`config.mk`:
```
export PLATFORM = sky130hd
export DESIGN_NAME = periferico_fifo_flat
export DESIGN_NICKNAME = d
export VERILOG_FILES = /design/src/rtl/periferico_fifo_if.sv /design/src/rtl/periferico_fifo.sv /design/src/flat_wrapper.sv
export SDC_FILE = /design/constraint.sdc
export NUM_CORES = 1
export LEC_CHECK = 0
export ABC_AREA = 0
export BUFFER_PORTS_ARGS = -buffer_cell sky130_fd_sc_hd__buf_2
export CAP_MARGIN = 20
export CORE_MARGIN = 2
export CORE_UTILIZATION = 44
export DETAILED_ROUTE_END_ITERATION = 12
export HOLD_SLACK_MARGIN = 0.06
export PLACE_DENSITY = 0.68
export SLEW_MARGIN = 20
export SYNTH_ARGS = -nofsm -noshare
export SYNTH_HDL_FRONTEND = slang
export SYNTH_SLANG_ARGS = --single-unit
```
`constraint.sdc`:
```
create_clock -name clk -period 2.3 [get_ports clk]
set_clock_uncertainty 0.15 [all_clocks]
set_input_delay 0.345 -clock clk [delete_from_list [all_inputs] [get_ports clk]]
set_output_delay 0.345 -clock clk [all_outputs]
set_load 0.01 [all_outputs]
```
`src/rtl/periferico_fifo_if.sv`:
```
// Handshake and read-port bundle for periferico_fifo.
// The master modport is the sender/reader side; the slave modport is the buffer.
interface periferico_fifo_if #(
  parameter int DATA_W = 16,
  parameter int DEPTH  = 4
);
  logic [DATA_W-1:0]       dado;
  logic [1:0]              send;
  logic [1:0]              ack;
  logic                    rd_en;
  logic [DATA_W-1:0]       rd_data;
  logic                    rd_valid;
  logic [$clog2(DEPTH):0]  count;
  logic                    full;
  logic                    overflow;
  logic                    clr_ovf;

  modport master (
    output dado, send, rd_en, clr_ovf,
    input  ack, rd_data, rd_valid, count, full, overflow
  );

  modport slave (
    input  dado, send, rd_en, clr_ovf,
    output ack, rd_data, rd_valid, count, full, overflow
  );
endinterface

```
`src/rtl/periferico_fifo.sv`:
```
// Receive buffer behind a send/ack handshake: one word is stored per request,
// a request while full is refused and latched in a sticky overflow flag.
module periferico_fifo #(
  parameter int DATA_W = 16,
  parameter int DEPTH  = 4
) (
  input  logic             clk,
  input  logic             rst,
  periferico_fifo_if.slave bus
);
  localparam int PTR_W = $clog2(DEPTH);
  localparam int CNT_W = PTR_W + 1;

  typedef enum logic [1:0] {IDLE, ACK, NACK} state_t;

  state_t              state_q, state_d;
  logic [DATA_W-1:0]   mem [DEPTH];
  logic [PTR_W-1:0]    wr_ptr, rd_ptr;
  logic [CNT_W-1:0]    cnt;
  logic                ovf;
  logic                req, full_w, empty, push, pop, refuse;

  assign req    = |bus.send;
  assign full_w = (cnt == CNT_W'(DEPTH));
  assign empty  = (cnt == '0);
  assign pop    = bus.rd_en && !empty;

  // Push/refuse decisions are taken only in IDLE, so a held request counts once.
  always_comb begin
    state_d = state_q;
    push    = 1'b0;
    refuse  = 1'b0;
    bus.ack = 2'b00;
    case (state_q)
      IDLE: begin
        if (req) begin
          if (full_w) begin
            refuse  = 1'b1;
            state_d = NACK;
          end else begin
            push    = 1'b1;
            state_d = ACK;
          end
        end
      end
      ACK: begin
        bus.ack = 2'b01;
        if (!req) state_d = IDLE;
      end
      NACK: begin
        bus.ack = 2'b10;
        if (!req) state_d = IDLE;
      end
      default: state_d = IDLE;
    endcase
  end

  always_ff @(posedge clk) begin
    if (rst) begin
      state_q <= IDLE;
      wr_ptr  <= '0;
      rd_ptr  <= '0;
      cnt     <= '0;
      ovf     <= 1'b0;
    end else begin
      state_q <= state_d;
      if (push) wr_ptr <= wr_ptr + PTR_W'(1);
      if (pop)  rd_ptr <= rd_ptr + PTR_W'(1);
      case ({push, pop})
        2'b10:   cnt <= cnt + CNT_W'(1);
        2'b01:   cnt <= cnt - CNT_W'(1);
        default: cnt <= cnt;
      endcase
      // A refusal on the same edge as clr_ovf leaves the flag set.
      if (refuse)           ovf <= 1'b1;
      else if (bus.clr_ovf) ovf <= 1'b0;
    end
  end

  // Storage carries no reset; stale entries are hidden by count/rd_valid.
  always_ff @(posedge clk) begin
    if (push) mem[wr_ptr] <= bus.dado;
  end

  assign bus.rd_data  = mem[rd_ptr];
  assign bus.rd_valid = !empty;
  assign bus.count    = cnt;
  assign bus.full     = full_w;
  assign bus.overflow = ovf;
endmodule

```
`src/flat_wrapper.sv`:
```
// flat-port wrapper written by rule: the top's interface ports become plain ports
module periferico_fifo_flat 
#(
  parameter int DATA_W = 16,
  parameter int DEPTH  = 4
)
  (clk, rst, bus_dado, bus_send, bus_rd_en, bus_clr_ovf, bus_ack, bus_rd_data, bus_rd_valid, bus_count, bus_full, bus_overflow);
  periferico_fifo_if #(.DATA_W(DATA_W), .DEPTH(DEPTH)) bus_i ();
  input  logic clk;
  input  logic rst;
  input wire logic [$bits(bus_i.dado)-1:0] bus_dado;
  input wire logic [$bits(bus_i.send)-1:0] bus_send;
  input wire logic [$bits(bus_i.rd_en)-1:0] bus_rd_en;
  input wire logic [$bits(bus_i.clr_ovf)-1:0] bus_clr_ovf;
  output wire logic [$bits(bus_i.ack)-1:0] bus_ack;
  output wire logic [$bits(bus_i.rd_data)-1:0] bus_rd_data;
  output wire logic [$bits(bus_i.rd_valid)-1:0] bus_rd_valid;
  output wire logic [$bits(bus_i.count)-1:0] bus_count;
  output wire logic [$bits(bus_i.full)-1:0] bus_full;
  output wire logic [$bits(bus_i.overflow)-1:0] bus_overflow;
  assign bus_i.dado = bus_dado;
  assign bus_i.send = bus_send;
  assign bus_i.rd_en = bus_rd_en;
  assign bus_i.clr_ovf = bus_clr_ovf;
  assign bus_ack = bus_i.ack;
  assign bus_rd_data = bus_i.rd_data;
  assign bus_rd_valid = bus_i.rd_valid;
  assign bus_count = bus_i.count;
  assign bus_full = bus_i.full;
  assign bus_overflow = bus_i.overflow;
  periferico_fifo #(.DATA_W(DATA_W), .DEPTH(DEPTH)) u_core (.clk(clk), .rst(rst), .bus(bus_i));
endmodule
```
* Word level (Yosys, flattened, before mapping)
Memories as Yosys holds them, arrays and structs flattened. A register that Yosys moved wholly into a read port is not among the register bits.
Cells that the tools add are included.
W data, S select, Z words.
** Storage, ports and cells
- Bits in writable memories :: 64
- Memories kept :: 1
- Bits of input ports :: 22
- Register bits :: 10
- Output and inout bits :: 24
- Word-level logic and storage cells :: 44
** Memory list
- u_core.mem :: depth 4, bits a word 16, rd ports 1, clocked after Yosys merged registers in 1, wr ports 1, RTL line periferico_fifo.sv:17 : logic [DATA_W-1:0] mem [DEPTH];
** Operators by class
- Equality and inequality tests :: 7
- Muxes and demuxes :: 18
- Add/subtract/negate cells :: 4
- Reductions and logical operators :: 9
** Operators with widths (number)
- $mux W1 :: 10
- $mux W2 :: 5
- $pmux W2 S2 :: 2
- $pmux W3 S2 :: 1
- $add A2 B1 Y2 const B :: 2
- $eq A2 B1 Y1 const B :: 2
- $eq A2 B2 Y1 const B :: 2
- $reduce_bool A2 Y1 :: 2
- $reduce_or A2 Y1 :: 2
- $add A3 B1 Y3 const B :: 1
- $eq A3 B3 Y1 const B :: 1
- $logic_not A3 Y1 :: 1
- $sub A3 B1 Y3 const B :: 1
- $logic_not A2 Y1 :: 1
- $ne A2 B1 Y1 const B :: 1
- $ne A2 B2 Y1 const B :: 1
- $reduce_and A2 Y1 :: 1
- $logic_and A1 B1 Y1 :: 1
- $logic_not A1 Y1 :: 1

* Depth between registers and ports, before layout
Gate-level depths: netlist (run 1).
- Depth in word-level cells :: 6
- Depth in mapped cells :: 11
- Gate-level depth less buffers :: 11

* Worst setup path after synthesis (run 1)
No wires, ideal clock.
- Kind :: reg-to-reg
- Start point :: register u_core.cnt[2], in the netlist u_core.bus.count[2]
- End point :: register u_core.cnt[2], in the netlist u_core.bus.count[2]
- Clock period less this slack :: 2.447 ns
- Setup slack :: -0.147 ns
- Stages on the path, launching flop included :: 10
- Data arrival time :: 2.226 ns
- Data required time :: 2.079 ns
- Buffers on the path :: 0
- Cells stage by stage :: dfxtp_1 > nor3b_4 > nor2_1 > inv_1 > ha_1 > inv_1 > fa_1 > xor2_1 > or3_2 > a21oi_1
** On the way
- Cells in the longest elaborated chain, start to end :: 6
** Ends and longest elaborated chain
- start: declaration :: RTL line periferico_fifo.sv:19 : logic [CNT_W-1:0] cnt;
- start signal: assignment :: RTL line periferico_fifo.sv:70 : 2'b10: cnt <= cnt + CNT_W'(1);
- start signal: assignment :: RTL line periferico_fifo.sv:71 : 2'b01: cnt <= cnt - CNT_W'(1);
- start signal: assignment :: RTL line periferico_fifo.sv:72 : default: cnt <= cnt;
- $eq A3 B3 Y1 (*) :: RTL line periferico_fifo.sv:24 : assign full_w = (cnt == CNT_W'(DEPTH));
- named net bus_full :: RTL line flat_wrapper.sv:19 : output wire logic [$bits(bus_i.full)-1:0] bus_full;
- $mux W1 (*) :: RTL line periferico_fifo.sv:37 : if (full_w) begin
- $mux W1 (*) :: RTL line periferico_fifo.sv:36 : if (req) begin
- $mux W1 (*) :: RTL line periferico_fifo.sv:34 : case (state_q)
- $eq A2 B1 Y1 or $eq A2 B2 Y1 (tied branches) :: RTL line periferico_fifo.sv:69 : case ({push, pop})
- $pmux W3 S2 or $reduce_bool A2 Y1 (tied branches)
The timed path passes the listed nets; every way through them passes the cells marked *.
A chain may end at the register's enable or synchronous reset.

* Worst setup path in the final report (run 1)
- Start point :: register u_core.state_q[0]
- End point :: register u_core.cnt[2], in the netlist u_core.bus.count[2]
** On the way
- Cells in the longest elaborated chain, start to end :: 4
** Ends and longest elaborated chain
- start: declaration :: RTL line periferico_fifo.sv:16 : state_t state_q, state_d;
- start signal: assignment :: RTL line periferico_fifo.sv:66 : state_q <= state_d;
- $logic_not A2 Y1 (*) :: RTL line periferico_fifo.sv:34
- $mux W1 (*) :: RTL line periferico_fifo.sv:34
- $eq A2 B1 Y1 or $eq A2 B2 Y1 (tied branches) :: RTL line periferico_fifo.sv:69
- $pmux W3 S2 or $reduce_bool A2 Y1 (tied branches)
Every way passes the cells marked *; elsewhere a longest branch is shown, timed or not.

==> out/results.ini, run 1 <==
[status]
status=finished, final reports clean

[synthesis]
synth_cell_type_count=29
synth_edf_count=64
synth_top_area_cell=edfxtp_1
yosysMostFrequentCell=edfxtp_1
syn-instance-count=155
ys_async_sr_fraction_pct=0
synth.area.top_cells=edfxtp_1, mux4_2, dfxtp_1
synthTopCellsByCount=edfxtp_1, mux4_2, dfxtp_1
synth_top_area_share_pct=64.76
syn_area_per_cell_sq_um=19.15
syn-num-nets=186
synth_seq_cells=76
syn_area_sq_um=2968
ys_seq_area_share_pct=72.85
yosys_warnings=0
synthFlopType=edfxtp_1

[layout]
fin_util_pct=56.42
instances_no_fill=304
finalNetCount=253
area_delta_synth_final_pct=22.09
drive_gt1_share_pct=47.14
antenna_cells=0

[clock_tree]
numClockSinks=76
cts.reportedPaths.clkPinSlew_ns=0.07
cts-root-buf=clkbuf_8
cts_buffer_depth=2
cts-buffers-inserted=9
clock_latency_ns=0.33
htreeDepth=3
cts_tree=done

[pwr]
ir_drop_uv=721.2
p_clk_share_pct=20.4
powerDensity_nw_per_um2=1260
p_leak_nw=1.312
seqPwrFrac_pct=44.7
power_frac_comb_pct=34.9
p_int_mw=3.199
switching_power_mw=1.367
sw_frac_of_total_pct=29.95

[grt]
grt_pass1_wl_mm=7.465
grt_pass1_vias=1520
grt_max_degree=17
antenna_found_initial=0
overflow=0
grt_usage_pct=13.61

[sta]
post-route-period-util_pct=94.86
hold_viol=0
finalSetupViolCount=0
report.final.slew_viol_count=0
setup_tns_ns=0
max_freq_ghz=0.4584
setup_slack_ns=0.1183
min_period_ns=2.182
slew_headroom_pct=68.55
hold_slack_ns=0.07590
worst_slew_pin_slew_ns=0.4659
rsz0062_at_grt=false

[worst_setup_path]
endpoint_kind=flip-flop
critical_path.slowest_cell=dfxtp_2
crit_fanout=3
cp.arrival_ns=2.30
path_class=reg2reg
worst_ep_required_time_ns=2.41
critPathLaunchType=flip-flop
r2r_slack_ns=0.12
crit_chain=inv_1, ha_2, o21ai_2, nor2_2, inv_2, ha_2, inv_1, fa_2, xor2_1, or3_4, a21oi_2
crit_path_max_incr_delay_ns=0.34

[placement]
pre_cts_slack_ns=-0.03658
io_buffer_count=45
gp_congestion=0.6876
hpwlAfterDp_mm=3.275
dp_cells=286

[route]
drc=0
wl_per_cell_um=15.75
antenna_left=0
via_per_inst=5.109
first_pass_iters=4
wl_mm=4.787
vias=1553
initialDrtViolationCount=117

[floorplanning]
num_io_pins=46
core_sq_um=6422
fp-row-count=29
floorplan.die.height_um=86.13
fp.dieW_um=86.13
start_util_pct=46.21
die_area_sq_um=7418

[job]
maxCapViolCount=0

[worst_hold_path]
hold_path.class=in2reg

==> power by group through the flow <==
stage               Clock, mW  Combinational (mW)  Sequential, mW
global route             1.02                1.73            2.07
CTS                     0.959                1.60            2.04
finish                  0.932                1.59            2.04
global placement            0                1.58            2.05
detailed placement          0                1.58            2.07
floorplan                   0               0.983            2.04
==> critical path, delay by kind of cell (launching register included) <==
family                   cells  cell delay [ns]
flip-flops                   1             0.34
buffers and inverters        3             0.17
adder cells (fa/ha/maj)      3             0.69
AO/OA/AOI/OAI                2             0.20
XOR/XNOR                     1             0.16
AND/OR/NAND/NOR              2             0.40
==> cell families after synthesis <==
kind of cell | Yosys count | share of synthesized area (%)
muxes | 17 | 12.48
adders and majority gates | 9 | 4.047
xor gates and xnor gates | 4 | 1.181
buffers and inverters | 14 | 1.982
DFF | 76 | 72.85
AOI/OAI and AO/OA | 12 | 2.698
and+or+nand+nor | 23 | 4.764
==> metrics by stage <==
step / power (mW) / instance area [sq um]
floorplan: 3.026 / 2990
global route: 4.824 / 3623
CTS: 4.603 / 3608
finish: 4.566 / 3623
global placement: 3.631 / 3417
detailed placement: 3.654 / 3417
==> routing by layer <==
layer	part of all wire [%]	up-vias	track usage [%]	routed length [um]
met1	44	768	17.30	2123
met4	0.75	0	3.463	36
met5	0	-	0	0
met2	50	41	22.20	2379
met3	5.2	4	5.101	248
li1	-	740	-	-
==> what timing repair did <==
action	4_1_cts	5_1_grt
pin swaps	1	0
hold buffers	0	0
setup buffers	1	1
endpoints found under the setup margin	1	1
gates resized for setup	2	2
==> final timing paths <==
| check | startpoint | endpoint | cells past startpoint |
|---|---|---|---|
| max | u_core.state_q[0]$_SDFFE_PP0P_ | u_core.bus.count[2]$_SDFFE_PP0P_ | 11 |
| min | bus_dado[4] | u_core.mem[0][4]$_DFFE_PP_ | 1 |
| max reg2reg | u_core.state_q[0]$_SDFFE_PP0P_ | u_core.bus.count[2]$_SDFFE_PP0P_ | 11 |
| min reg2reg | u_core.bus.overflow$_SDFFE_PP0P_ | u_core.bus.overflow$_SDFFE_PP0P_ | 2 |
==> state kept, by name (all words and copies together) (netlist names), named ones only <==
signal / count
u_core.rd_ptr: 2
u_core.wr_ptr: 2
u_core.bus.count: 3
u_core.bus.overflow: 1
u_core.mem: 64
u_core.state_q: 2
==> layout by cell type, fill, tap and decap left out, types with 2 or more instances in the layout <==
cell      count
a21oi_1       2
and2_1        4
buf_12        2
buf_2        45
buf_4        14
clkbuf_8      9
clkinv_1      2
clkinv_2      2
dfxtp_1       8
dfxtp_2       2
dfxtp_4       2
edfxtp_1     64
ha_1          6
ha_2          2
inv_1         8
mux4_2       16
nand3_1       2
nor2_1        8
o21ai_0       2
or3_2         2
xor2_1        3
==> layout make-up <==
class	instances	area, sq um
Timing Repair Buffer	61	370.4
Tap cell	77	96.34
Clock buffer	10	127.6
Multi-Input combinational cell	65	768.2
Inverter	9	33.78
Fill cell	489	2799
Sequential cell	76	2172
Clock inverter	6	55.05
Power figures use the tool's default switching activity.
==> run 2, diff against run 1 <==
--- a/config.mk
+++ b/config.mk
@@ -13,6 +13,7 @@
 export DETAILED_ROUTE_END_ITERATION = 12
 export HOLD_SLACK_MARGIN = 0.06
 export PLACE_DENSITY = 0.68
+export RECOVER_POWER = 50
 export SLEW_MARGIN = 20
 export SYNTH_ARGS = -nofsm -noshare
 export SYNTH_HDL_FRONTEND = slang
==> run 2 against run 1 <==
Effect of this change:
- routed wire length grew 0.90%
- die area is the same
- register-to-register slack lost 0.02 ns
- power shrank 0.60%
- largest cell class unchanged
- sequential power is essentially flat
- clock power is essentially flat
- non-clock buffer count is the same
- maximum frequency shrank 0.86%
- worst hold slack gained 0.046 ns
- critical path depth is the same
==> out/results.ini, run 2 (synthesis gave the netlist of run 1 again) <==
[layout]
largest_reg_flops=64
top_register=u_core.mem
antenna_cells=0
final_cell_mix=edfxtp_1, buf_2, clkbuf_1
area_delta_synth_final_pct=20.74
finalNetCount=253
final_area_sq_um=3583
drive_gt1_share_pct=36.12
final_common_cell=edfxtp_1

[placement]
io_buffer_count=45
placed_area_sq_um=3417
hpwlAfterDp_mm=3.275
gp_congestion=0.6876

[job]
maxCapViolCount=0

[status]
status=finished, final reports clean

[pwr]
powerDensity_nw_per_um2=1267
seqPwrFrac_pct=44.8
p_clk_share_pct=20.6
totalPowerFinal_mw=4.538
ir_drop_uv=704.7
switching_power_mw=1.371
sw_frac_of_total_pct=30.21
power_frac_comb_pct=34.6
p_int_mw=3.168
p_leak_nw=1.242

[floorplanning]
num_io_pins=46
floorplan.die.height_um=86.13
fp.dieW_um=86.13
die_area_sq_um=7418
fp-row-count=29
core_sq_um=6422
start_util_pct=46.21

[sta]
setup_tns_ns=0
finalSetupViolCount=0
report.final.slew_viol_count=0
worst_slew_pin_slew_ns=0.4673
post-route-period-util_pct=95.68
hold_viol=0
rsz0062_at_grt=false
max_freq_ghz=0.4544
hold_slack_ns=0.1214
slew_headroom_pct=68.45
min_period_ns=2.201

[worst_hold_path]
hold_path.class=in2reg
holdPathStages=1

[worst_setup_path]
crit_chain=inv_1, ha_2, o21ai_2, nor2_1, inv_2, ha_2, inv_1, fa_2, xor2_1, or3_4, a21oi_2
critPathLaunchType=flip-flop
worst_ep_required_time_ns=2.42
crit_cells=11
rr_worst_depth=11
crit_path_max_incr_delay_ns=0.34
path_class=reg2reg
crit_family=adder cells
crit_fanout=3
endpoint_kind=flip-flop
critical_path.slowest_cell=dfxtp_2
critPathBufInv=3
cp.arrival_ns=2.32

[clock_tree]
clock_latency_ns=0.33
cts-root-buf=clkbuf_8
cts_hold_buf=0
cts_tree=done
numClockSinks=76
cts-buffers-inserted=9
cts_buffer_depth=2
cts.reportedPaths.clkPinSlew_ns=0.07
htreeDepth=3

[grt]
grt_max_degree=17
antenna_found_initial=0
grt_pass1_wl_mm=7.465
grt_usage_pct=13.61
grt_pass1_vias=1520
overflow=0

[route]
vias=1555
wl_per_cell_um=15.89
wl_mm=4.830
via_per_inst=5.115
first_pass_iters=4
drc=0
initialDrtViolationCount=99
antenna_left=0

==> run 2: cell type report <==
type                            instances  area (sq um)
Clock buffer                           10         127.6
Clock inverter                          6         55.05
Fill cell                             505          2839
Inverter                                9         33.78
Multi-Input combinational cell         65         765.7
Sequential cell                        76          2167
Tap cell                               77         96.34
Timing Repair Buffer                   61         337.8
==> run 2: timing repair <==
action / 4_1_cts / 5_1_grt
gates cloned: 0 / 0
pin swaps: 1 / 0
buffers inserted: 1 / 1
resized for setup: 2 / 2
endpoints found under the setup margin: 1 / 1
==> run 2: routing by layer <==
metal | global-route usage [%] | vias to the layer above | share of wire (%)
met5 | 0 | - | 0
met4 | 3.463 | 0 | 0.70
met3 | 5.101 | 4 | 5.4
met2 | 22.20 | 43 | 49
met1 | 17.30 | 770 | 45
li1 | - | 738 | -
==> run 2: path summary, 6_finish.rpt <==
path                                                startpoint                                to  slack [ns]
worst max register to register  u_core.state_q[0]$_SDFFE_PP0P_  u_core.bus.count[2]$_SDFFE_PP0P_         0.1
worst min-delay path                               bus_dado[4]        u_core.mem[0][4]$_DFFE_PP_        0.12
worst min register to register  u_core.state_q[0]$_SDFFE_PP0P_    u_core.state_q[0]$_SDFFE_PP0P_        0.34
worst max-delay path            u_core.state_q[0]$_SDFFE_PP0P_  u_core.bus.count[2]$_SDFFE_PP0P_         0.1
==> run 2: through the flow <==
stage | utilization (%) | worst slack (ns) | cells
after floorplan | - | 0.01097 | 155
after global placement | 53.20 | 0.05301 | 286
after detailed placement | 53.20 | -0.03658 | 286
after CTS | 56.19 | 0.02294 | 303
after global routing | 55.80 | 0.03563 | 304
final | 55.80 | 0.09945 | 304
==> run 2: power groups by stage <==
stage | clock network (mW) | registers (mW) | logic, mW
floorplan | 0 | 2.04 | 0.983
global placement | 0 | 2.05 | 1.58
detailed placement | 0 | 2.07 | 1.58
CTS | 0.959 | 2.04 | 1.60
global route | 1.02 | 2.07 | 1.71
finish | 0.933 | 2.03 | 1.57
